<file path="config.mk">
export PLATFORM = sky130hd
export DESIGN_NAME = xg_lsu
export DESIGN_NICKNAME = d
export VERILOG_FILES = /design/src/rtl/xg_lsu.sv
export SDC_FILE = /design/constraint.sdc
export NUM_CORES = 1
export LEC_CHECK = 0
export CAP_MARGIN = 20
export CORE_AREA = 2 2 139 141
export DETAILED_ROUTE_END_ITERATION = 10
export DIE_AREA = 0 0 141 143
export DONT_BUFFER_PORTS = 1
export GPL_TIMING_DRIVEN = 1
export SLEW_MARGIN = 30
export SYNTH_ARGS = -nofsm -noshare
export SYNTH_HDL_FRONTEND = slang
export SYNTH_SLANG_ARGS = --single-unit
</file>
<file path="constraint.sdc">
create_clock -name clk -period 4.2 [get_ports clk]
set_input_delay 1.05 -clock clk [delete_from_list [all_inputs] [get_ports clk]]
set_output_delay 1.05 -clock clk [all_outputs]
set_load 0.1 [all_outputs]
</file>
<file path="src/rtl/xg_lsu.sv">
// xg_lsu: registered, handshaked load/store unit for the xgriscv MEM stage.
// Accepts one access at a time from the pipeline, drives a variable-latency
// data memory port, and returns sign/zero-extended load data or a one-cycle
// misalign pulse.
//
// Ports:
//   clk, reset                 clock, synchronous active-high reset
//   req_*                      access presented by the MEM stage
//   stall                      combinational pipeline hold
//   resp_valid/rdata/rd        load result (one-cycle pulse)
//   misalign/misalign_addr     misaligned or illegal access (one-cycle pulse)
//   mem_req/we/addr/be/wdata   memory request, held until mem_ready
//   mem_ready/mem_rdata        memory completion and read data
module xg_lsu #(
  parameter int unsigned XLEN      = 32,
  parameter int unsigned ADDR_SIZE = 32
) (
  input  logic                   clk,
  input  logic                   reset,
  input  logic                   req_valid,
  input  logic                   req_write,
  input  logic [1:0]             req_size,
  input  logic                   req_unsigned,
  input  logic [ADDR_SIZE-1:0]   req_addr,
  input  logic [XLEN-1:0]        req_wdata,
  input  logic [4:0]             req_rd,
  output logic                   stall,
  output logic                   resp_valid,
  output logic [XLEN-1:0]        resp_rdata,
  output logic [4:0]             resp_rd,
  output logic                   misalign,
  output logic [ADDR_SIZE-1:0]   misalign_addr,
  output logic                   mem_req,
  output logic                   mem_we,
  output logic [ADDR_SIZE-1:0]   mem_addr,
  output logic [XLEN/8-1:0]      mem_be,
  output logic [XLEN-1:0]        mem_wdata,
  input  logic                   mem_ready,
  input  logic [XLEN-1:0]        mem_rdata
);

  localparam int unsigned NB   = XLEN / 8;
  localparam int unsigned OFFW = $clog2(NB);

  localparam logic [1:0] IDLE  = 2'd0;
  localparam logic [1:0] BUSY  = 2'd1;
  localparam logic [1:0] DONE  = 2'd2;
  localparam logic [1:0] FAULT = 2'd3;

  logic [1:0]           state_q, state_d;
  logic [1:0]           size_q, size_d;
  logic                 uns_q, uns_d;
  logic                 write_q, write_d;
  logic [4:0]           rd_q, rd_d;
  logic [OFFW-1:0]      off_q, off_d;

  logic                 mem_req_q, mem_req_d;
  logic                 mem_we_q, mem_we_d;
  logic [ADDR_SIZE-1:0] mem_addr_q, mem_addr_d;
  logic [NB-1:0]        mem_be_q, mem_be_d;
  logic [XLEN-1:0]      mem_wdata_q, mem_wdata_d;
  logic                 resp_valid_q, resp_valid_d;
  logic [XLEN-1:0]      resp_rdata_q, resp_rdata_d;
  logic [4:0]           resp_rd_q, resp_rd_d;
  logic                 misalign_q, misalign_d;
  logic [ADDR_SIZE-1:0] misalign_addr_q, misalign_addr_d;

  // Request decode: legality, lane enables, lane-replicated store data
  logic            req_legal;
  logic [7:0]      base_be;
  logic [NB-1:0]   req_be;
  logic [XLEN-1:0] req_wrep;

  always_comb begin
    req_legal = 1'b1;
    base_be   = 8'h01;
    req_wrep  = req_wdata;
    case (req_size)
      2'b00: begin
        base_be  = 8'h01;
        req_wrep = {NB{req_wdata[7:0]}};
      end
      2'b01: begin
        req_legal = ~req_addr[0];
        base_be   = 8'h03;
        req_wrep  = {(NB/2){req_wdata[15:0]}};
      end
      2'b10: begin
        req_legal = (req_addr[1:0] == 2'b00);
        base_be   = 8'h0F;
        req_wrep  = {(NB/4){req_wdata[31:0]}};
      end
      default: begin
        // double is only legal on a 64-bit datapath
        req_legal = (XLEN == 64) && (req_addr[2:0] == 3'b000);
        base_be   = 8'hFF;
        req_wrep  = req_wdata;
      end
    endcase
    req_be = NB'(base_be) << req_addr[OFFW-1:0];
  end

  // Load extraction: move the addressed lane to bit 0, then push the field
  // to the top and shift back down (arithmetic for signed loads).
  logic [XLEN-1:0] ld_shift, ld_left, ld_ext;
  logic [6:0]      ld_sh;

  always_comb begin
    ld_shift = mem_rdata >> {off_q, 3'b000};
    case (size_q)
      2'b00:   ld_sh = 7'(XLEN - 8);
      2'b01:   ld_sh = 7'(XLEN - 16);
      2'b10:   ld_sh = 7'(XLEN - 32);
      default: ld_sh = 7'd0;
    endcase
    ld_left = ld_shift << ld_sh;
    if (uns_q) begin
      ld_ext = ld_left >> ld_sh;
    end else begin
      ld_ext = $signed(ld_left) >>> ld_sh;
    end
  end

  // Next-state and registered-output logic
  always_comb begin
    state_d         = state_q;
    size_d          = size_q;
    uns_d           = uns_q;
    write_d         = write_q;
    rd_d            = rd_q;
    off_d           = off_q;
    mem_req_d       = 1'b0;
    mem_we_d        = 1'b0;
    mem_addr_d      = '0;
    mem_be_d        = '0;
    mem_wdata_d     = '0;
    resp_valid_d    = 1'b0;
    resp_rdata_d    = '0;
    resp_rd_d       = '0;
    misalign_d      = 1'b0;
    misalign_addr_d = '0;

    case (state_q)
      IDLE: begin
        if (req_valid) begin
          size_d  = req_size;
          uns_d   = req_unsigned;
          write_d = req_write;
          rd_d    = req_rd;
          off_d   = req_addr[OFFW-1:0];
          if (req_legal) begin
            state_d     = BUSY;
            mem_req_d   = 1'b1;
            mem_we_d    = req_write;
            mem_addr_d  = req_addr & ~ADDR_SIZE'(NB - 1);
            mem_be_d    = req_be;
            mem_wdata_d = req_wrep;
          end else begin
            state_d         = FAULT;
            misalign_d      = 1'b1;
            misalign_addr_d = req_addr;
          end
        end
      end
      BUSY: begin
        if (mem_ready) begin
          state_d = DONE;
          if (!write_q) begin
            resp_valid_d = 1'b1;
            resp_rdata_d = ld_ext;
            resp_rd_d    = rd_q;
          end
        end else begin
          // memory port held stable until the completing cycle
          mem_req_d   = 1'b1;
          mem_we_d    = mem_we_q;
          mem_addr_d  = mem_addr_q;
          mem_be_d    = mem_be_q;
          mem_wdata_d = mem_wdata_q;
        end
      end
      default: begin
        state_d = IDLE;
      end
    endcase
  end

  // State and output registers
  always_ff @(posedge clk) begin
    if (reset) begin
      state_q         <= IDLE;
      size_q          <= 2'b00;
      uns_q           <= 1'b0;
      write_q         <= 1'b0;
      rd_q            <= '0;
      off_q           <= '0;
      mem_req_q       <= 1'b0;
      mem_we_q        <= 1'b0;
      mem_addr_q      <= '0;
      mem_be_q        <= '0;
      mem_wdata_q     <= '0;
      resp_valid_q    <= 1'b0;
      resp_rdata_q    <= '0;
      resp_rd_q       <= '0;
      misalign_q      <= 1'b0;
      misalign_addr_q <= '0;
    end else begin
      state_q         <= state_d;
      size_q          <= size_d;
      uns_q           <= uns_d;
      write_q         <= write_d;
      rd_q            <= rd_d;
      off_q           <= off_d;
      mem_req_q       <= mem_req_d;
      mem_we_q        <= mem_we_d;
      mem_addr_q      <= mem_addr_d;
      mem_be_q        <= mem_be_d;
      mem_wdata_q     <= mem_wdata_d;
      resp_valid_q    <= resp_valid_d;
      resp_rdata_q    <= resp_rdata_d;
      resp_rd_q       <= resp_rd_d;
      misalign_q      <= misalign_d;
      misalign_addr_q <= misalign_addr_d;
    end
  end

  // Stall must react in the accepting cycle, so it is decoded combinationally
  assign stall         = ((state_q == IDLE) && req_valid) || (state_q == BUSY);
  assign mem_req       = mem_req_q;
  assign mem_we        = mem_we_q;
  assign mem_addr      = mem_addr_q;
  assign mem_be        = mem_be_q;
  assign mem_wdata     = mem_wdata_q;
  assign resp_valid    = resp_valid_q;
  assign resp_rdata    = resp_rdata_q;
  assign resp_rd       = resp_rd_q;
  assign misalign      = misalign_q;
  assign misalign_addr = misalign_addr_q;

endmodule

</file>
==> metrics.txt <==
status=complete, no violations; crit path buf inv count=1; Post-Syn Area per Cell=between 10 and 15 um^2; clk slew on worst S/H paths=approximately 0.060 ns; top cell type's share of synthesized area=55.36%; fraction of the mapped netlist area in adder cells=0%; Leak Pwr=around 2.4 nW; I/O Buffers=0; fin nets=642; Placed Cells=748; slowest stage cell, crit path=buf_4; setup TNS=0 ns; Die Area=~0.020 mm^2; Hold Path Depth=2; Synth Area in Compound Gates=16.82%; Avg WL per Cell=18.83 um; number of setup buffers added after CTS=0; Synth top cells by count=152 x dfxtp_1, 59 x nand2_1, 44 x and2_1; Routed Wire Length=~15000 um; Reg2Reg Depth=4; fin crit share=59.78%; FMAX=~400 MHz; first-pass GRT wire length=22450 um; Final setup viols=0; Max Slew Vio Count=0; Overall Power=0.003599 W; CP Depth=3; Post-Syn Area=0.005497 mm^2; Worst Tran Pin Value=between 1 and 1.5 ns; largest family of logic cells by synthesized area=compound AO/OA/AOI/OAI gates; Die H=143 um; flops & latches, synth=152; worst path cell trace=nor2_1, nor2_2, buf_4; register area share after synthesis=55.36%; endpoint class of the critical path=primary output; synth unique cells=40; Vias per Instance=5.009; RSZ-0062 raised after global routing=false; VDD IR max=261.1 uV; GRT Total Usage=14.50%; Core Region=approximately 0.019 mm^2; CTS Hold Bufs=0; Worst setup SP type=input pin; Main synth FF type=dfxtp_1; via count=3907; largest cells by area after synthesis=dfxtp_1 55%, mux2i_1 7.5%, a22o_1 6.5%, and2_1 5.0%, nand2_1 4.0%; cell count after synthesis=548; Ports=251; Residual DRC=0; initial antenna violation count=0; worst hold path class=register to register; multiplexer area fraction after synthesis=~8.7%; CTS H-tree lvls=4; 1st-pass router iterations=5; layout filler cell count=1865; CTS resizes=0; insertion delay to the later sink of the worst-skew pair=0.41 ns; Internal=0.002559 W; clock sink total=152; NetSw=0.001039 W; worst hold margin=0.4477 ns; Post-synth ARST share=0%; EDFF count, synth=0; Top Family by Delay on Critical Path=buffers and inverters; final RePlAce weighted congestion=between 0.8 and 0.9; sequential share of power=49.9%; Largest stage delay, worst path=0.30 ns; final hold viol count=0; detailed router's first-iteration violation count=172; Logic pwr share=5.8%; power per cell area=572.1 mW/mm^2; initial core utilization=29.58%; worst-path maximum fanout=3; Setup Skew=~0.0086 ns; clock share of power=approximately 44%; post-route ant nets=0; diode count=0; floorplan row count=50; clk buf depth=2; post-synthesis simple-gate area fraction=15.02%; min cycle time layout=~2.5 ns; CTS tree=yes; detailed placement HPWL=10800 um; critical path arrival=~1.5 ns; synthesis-to-layout area growth=14.45%; count of max-cap constraint violations=0; layout cells sized above 1=approximately a tenth; vias in the first global route=between 3000 and 4000; CTS buffer count=17; synth warn=0; Root Buffer=clkbuf_16; largest net degree at the start of global routing=roughly 40; Crit Path Category=input pin to primary output; Req. time, crit path=about 3.2 ns; Die Span X=about 140 um; Post-Layout Cell Count=780; gr ovfl total=0; area leader, netlist=dfxtp_1; XOR/XNOR share of the synthesized area=less than 1%; most numerous cell in the Yosys netlist=dfxtp_1; Slew headroom=30.96%; Sw Share=28.88%
==> per-stage QoR <==
step	setup slack, ns	util, %	area (um^2)
floorplan	0.8159	-	5500
detailed placement	1.295	30.47	5662
global route	1.605	33.86	6291
finish	1.689	33.86	6291
global placement	1.351	30.47	5662
CTS	1.683	33.86	6291
==> cells in the final DEF (no fill, tap or decap), types with 4 or more instances in the layout <==
master     Yosys  layout
nand2_1       59      59
buf_4          7       8
o21ai_0       34      34
nor2_1        32      30
nand2b_1       4       4
mux2i_1       41      41
a21o_1         8       8
a211oi_1      11      11
a31oi_1        5       5
a21oi_1       32      32
clkbuf_16      0      17
and2_1        44      44
a22o_1        41      41
dfxtp_1      152     152
mux2_2         4       4
nor2b_1        7       7
==> kinds of logic (layout without fill, tap and decap cells) <==
logic type                count (synthesis)  in the layout
AOI/OAI and AO/OA                       139            139
xor gates and xnor gates                  1              1
buffers and inverters                    46             43
DFF                                     152            152
muxes                                    46             46
other                                     1              2
and+or+nand+nor                         163            163
==> state kept, by name, summed over array words and instances, names as in the netlist, 2 cells and up <==
| name | count |
|---|---|
| resp_rdata | 32 |
| size_q | 2 |
| mem_addr | 30 |
| state_q | 2 |
| off_q | 2 |
| resp_rd | 5 |
| misalign_addr | 32 |
| mem_be | 4 |
| rd_q | 5 |
| mem_wdata | 32 |
==> layer usage <==
layer	track usage, %	routed length (um)	up-vias
met3	6.573	1544	15
met4	5.421	229	0
li1	-	-	1858
met2	24.18	7069	208
met5	0	0	-
met1	16.37	5844	1826
==> power by group through the flow <==
| stage | Clock [W] | Sequential (W) | Combinational [W] |
|---|---|---|---|
| floorplan | 0 | 0.00181 | 0.000183 |
| global placement | 0 | 0.00183 | 0.000204 |
| detailed placement | 0 | 0.00183 | 0.000209 |
| CTS | 0.00163 | 0.00180 | 0.000209 |
| global route | 0.00170 | 0.00180 | 0.000231 |
| finish | 0.00159 | 0.00180 | 0.000209 |
==> final timing paths <==
path | startpoint | end | slack, ns
setup / recovery | req_valid | stall | 1.69
hold / removal | rd_q[3] | rd_q[3] | 0.45
setup reg to reg | state_q[1] | resp_rdata[20] | 1.93
hold reg to reg | rd_q[3] | rd_q[3] | 0.45
==> worst register-to-register path: cells and delay by family (launching register included) <==
family | cells | cell delay [ns]
and+or+nand+nor | 3 | 1.64
AOI/OAI and AO/OA | 1 | 0.20
DFF | 1 | 0.35
==> layout make-up <==
class	instances	area, um^2	share of cell area, %
clock inverter	12	162.7	2.586
tap	234	292.8	4.654
inverter	3	11.26	0.1790
timing repair buffer	8	60.06	0.9547
sequential	152	3043	48.37
clock buffer	20	466.7	7.418
multi-input combinational	351	2255	35.84
Power figures use the tool's default switching activity.
